`src/rtl/rv32_regfile_alu_unit.sv`:
```
// Execute-stage datapath slice: 32x32 register file (2R/1W, x0 hardwired
// to zero), one-hot controlled ALU (add only for now) and a 3-to-8 one-hot
// funct3 decoder. All outputs are combinational; the register array is the
// only state.
module rv32_regfile_alu_unit #(
    parameter int DATA_WIDTH   = 32,
    parameter int ADDR_WIDTH   = 5,
    parameter int ALU_OP_WIDTH = 1
) (
    input  logic                    clk,
    input  logic                    reset,
    input  logic                    wen,
    input  logic [ADDR_WIDTH-1:0]   waddr,
    input  logic [DATA_WIDTH-1:0]   wdata,
    input  logic [ADDR_WIDTH-1:0]   raddr1,
    output logic [DATA_WIDTH-1:0]   rdata1,
    input  logic [ADDR_WIDTH-1:0]   raddr2,
    output logic [DATA_WIDTH-1:0]   rdata2,
    input  logic [DATA_WIDTH-1:0]   src1,
    input  logic [DATA_WIDTH-1:0]   src2,
    input  logic [ALU_OP_WIDTH-1:0] alu_op,
    output logic [DATA_WIDTH-1:0]   alu_result,
    input  logic [2:0]              dec_in,
    output logic [7:0]              dec_out
);

    localparam int NUM_REGS = 2 ** ADDR_WIDTH;

    logic [DATA_WIDTH-1:0] regs [NUM_REGS];

    // Register array: reset clears everything and wins over a concurrent
    // write; writes to x0 are dropped so its storage stays zero.
    always_ff @(posedge clk) begin
        if (reset) begin
            for (int i = 0; i < NUM_REGS; i++) begin
                regs[i] <= '0;
            end
        end else if (wen && (waddr != '0)) begin
            regs[waddr] <= wdata;
        end
    end

    // Read ports: no write bypass, so a same-cycle write shows the old value;
    // x0 is masked explicitly rather than relying on its storage.
    always_comb begin
        rdata1 = (raddr1 == '0) ? '0 : regs[raddr1];
        rdata2 = (raddr2 == '0) ? '0 : regs[raddr2];
    end

    // ALU: OR of the results of every selected one-hot operation; only bit0
    // (add, carry discarded) is populated, reserved bits contribute zero.
    always_comb begin
        alu_result = '0;
        if (alu_op[0]) begin
            alu_result = alu_result | (src1 + src2);
        end
    end

    // funct3 decoder: exactly one bit set for every input value.
    always_comb begin
        dec_out = 8'h01 << dec_in;
    end

endmodule

```
`config.mk`:
```
export PLATFORM = sky130hd
export DESIGN_NAME = rv32_regfile_alu_unit
export DESIGN_NICKNAME = d
export VERILOG_FILES = /design/src/rtl/rv32_regfile_alu_unit.sv
export SDC_FILE = /design/constraint.sdc
export NUM_CORES = 2
export LEC_CHECK = 0
export CORE_MARGIN = 1
export CORE_UTILIZATION = 56
export DETAILED_ROUTE_END_ITERATION = 12
export GPL_ROUTABILITY_DRIVEN = 0
export PLACE_DENSITY = 0.83
export SLEW_MARGIN = 20
export SYNTH_ARGS = -nofsm -noshare
export SYNTH_HDL_FRONTEND = slang
export SYNTH_SLANG_ARGS = --single-unit
```
`constraint.sdc`:
```
create_clock -name clk -period 3.04 [get_ports clk]
set_input_delay 0.608 -clock clk [delete_from_list [all_inputs] [get_ports clk]]
set_output_delay 0.608 -clock clk [all_outputs]
set_load 0.01 [all_outputs]
```
==> results.yml <==
grt:
  grt_pass1_vias: 40823
  grt_max_degree: 45
  grt_pass1_wl_mm: 277
  overflow: 0
  antenna_found_initial: 18
  track_usage_pct: 38.4
floorplanning:
  boundaryPins: 222
  die_w_um: 318
  std_cell_rows: 115
  die_area_mm2: 0.101
  initial_core_util_pct: 56.8
  coreArea_mm2: 0.0987
  die_h_um: 318
timing:
  finalHoldViolCount: 0
  rsz0062_at_grt: "true"
  maxSlewHeadroom_pct: 24.0
  period_needed_ns: 3.40
  setup_viol: 83
  worst-slew-pin-transition_ns: 1.14
  hold_slack_ns: 0.603
  period_share_pct: 112
  slew_violations: 0
  setup_ws_ns: -0.357
  setup_tns_ns: -16.18
  fmax_ghz: 0.294
detailed_routing:
  dr.pass1.iters: 6
  wire_per_inst_um: 35.9
  ant_nets: 0
  vias: 39275
  viasPerCell: 7.18
  dr.first_iter.drc_count: 6436
  route.detailed.drc: 0
  wirelength_mm: 196
setup_path:
  worst-path-max-fanout: 3
  worstSetupEndpointType: "output pin"
  crit_slowest_cell: "fa_2"
  start_kind: "input pin"
  required_ns: 2.43
  cp_cell_sequence: "buf_6 > ha_4 > inv_2 > fa_2 > nand2b_4 > a211oi_4 > o21ai_4 > a211oi_4 > buf_4 > o2111ai_4 > nand3_1 > nor3b_4 > buf_2"
  cp_slowest_stage_delay_ns: 0.38
  crit_top_cell: "a211oi_4"
  criticalPathCategory: "in -> out"
  crit_arrival_ns: 2.79
pwr:
  power.total_w: 0.0353
  power_density_mw_per_mm2: 506
  power_leakage_nw: 25.0
  vdd_drop_max_v: 0.000531
clock_tree:
  path_clk_slew_ns: 0.06
  cts.path.max_buffers: 3
  cts_hold_buf: 0
  clock-sinks: 1024
  cts_tree: "done"
  cts-htree-levels: 3
  cts_buffers: 100
  cts-root-buf: "clkbuf_16"
yosys:
  avgSynthCellArea_um2: 15.9
  synth-seq-area-share_pct: 54.9
  syn-cell-area_mm2: 0.0561
  synth_edf_count: 1024
  synthCells: 3518
  yosys.area.top_type_share_pct: 54.9
  synthArstFlopShare_pct: 0
  ys_ff_latch: 1024
  synthTopCellsByArea: "edfxtp_1, mux4_2, and2_1, clkbuf_1, mux2i_1"
  synth_cell_types: 51
  yosysTopAreaCell: "edfxtp_1"
  synthFlopType: "edfxtp_1"
  ys_warn_count: 0
final_layout:
  multi_input_area_mm2: 0.0254
  design_area_mm2: 0.0698
  syn_to_final_growth_pct: 24.5
  register_area_mm2: 0.0307
  top_regs: "regs x1024"
  drive_gt1_share_pct: 40.9
  largest_reg_flops: 1024
  nNetsFinal: 4241
  final_cell_mix: "edfxtp_1, and2_1, mux4_2"
  final_common_cell: "edfxtp_1"
  fin_util_pct: 70.7
  fill_cells: 5665
  regMostFlops: "regs"
outcome:
  outcome: "finished with violations"
  violations: "negative setup slack"
placement:
  placed_area_mm2: 0.0636
  portBuffers: 221
  dpl.hpwl_mm: 113
min_path:
  hold_path_class: "in -> reg"
  hold_depth: 2
run:
  maxCapViolCount: 0
[per-stage QoR]
step,setup WS [ns],instances
3_5_place_dp,-1.28,5118
6_report,-0.357,5468
4_1_cts,-0.323,5436
5_1_grt,-0.449,5465
2_1_floorplan,-0.0516,3549
3_3_place_gp,-1.25,5118
[cell families after synthesis]
logic type               count (synthesis)  synth area share (%)
AO/OA/AOI/OAI                          101                  1.07
XOR/XNOR                                22                 0.344
buffers and inverters                  368                  2.75
AND/OR/NAND/NOR                       1262                  13.3
other                                    1               0.00669
adder cells (fa/ha/maj)                 32                 0.728
multiplexers                           708                  26.9
flip-flops                            1024                  54.9
[synth_stat cells (3+ instances only)]
library cell and instances:
and3_1 5, buf_1 25, nand2_1 33, o211ai_1 4, xnor2_1 10, nor3_1 5
o21a_1 3, o31ai_1 3, buf_4 16, xor2_1 12, nand3_1 9, clkbuf_1 273
o21bai_1 4, nand3b_1 4, a21oi_1 41, nor2b_1 4, or2_2 31, nand2b_1 9
mux2i_1 68, a211oi_1 4, or3_1 5, a31oi_1 4, mux4_2 640, nand4_1 4
inv_1 9, nor3b_1 5, ha_1 31, buf_6 7, o21ai_0 25, edfxtp_1 1024
nor2_1 142, and2_1 998, buf_2 38
[path summary, 6_finish.rpt]
| check | startpoint | to | slack [ns] |
|---|---|---|---|
| max | src2[0] | alu_result[26] | -0.36 |
| min | wdata[16] | regs[21][16] | 0.60 |
[report_power, final]
group / leakage, nW / total [W] / switching [W] / internal (W)
clock: 1.53 / 0.0122 / 0.00547 / 0.00673
sequential: 9.75 / 0.0168 / 0.000477 / 0.0163
combinational: 13.7 / 0.00634 / 0.00310 / 0.00324
total: 25.0 / 0.0353 / 0.00905 / 0.0263
[critical path, delay by kind of cell]
family / cells / cell delay, ns
AOI/OAI and AO/OA: 4 / 0.76
adders and majority gates: 2 / 0.51
buffers and inverters: 4 / 0.44
and+or+nand+nor: 3 / 0.45
[layer usage]
layer	GRT usage, %	up-vias	routed length, um
met2	61.3	3992	92900
met3	12.9	1138	28900
met1	43.7	19379	58200
li1	-	14762	-
met5	0	-	26
met4	27.0	4	16200
[repair_timing]
action,4_1_cts,5_1_grt
resized for setup,678,184
pin swaps,76,52
setup buffers,111,48
endpoints found under the hold margin,0,0
gates cloned,28,1
endpoints found under the setup margin,94,92
[final cells by class]
| class | instances | share of cell area [%] |
|---|---|---|
| Antenna cell | 11 | 0.0394 |
| Clock buffer | 126 | 3.79 |
| Clock inverter | 55 | 0.669 |
| Inverter | 9 | 0.0484 |
| Multi-Input combinational cell | 2157 | 36.4 |
| Sequential cell | 1024 | 44.0 |
| Tap cell | 1287 | 2.31 |
| Timing Repair Buffer | 799 | 12.7 |
Note: power is estimated with default switching activity, not from simulation.
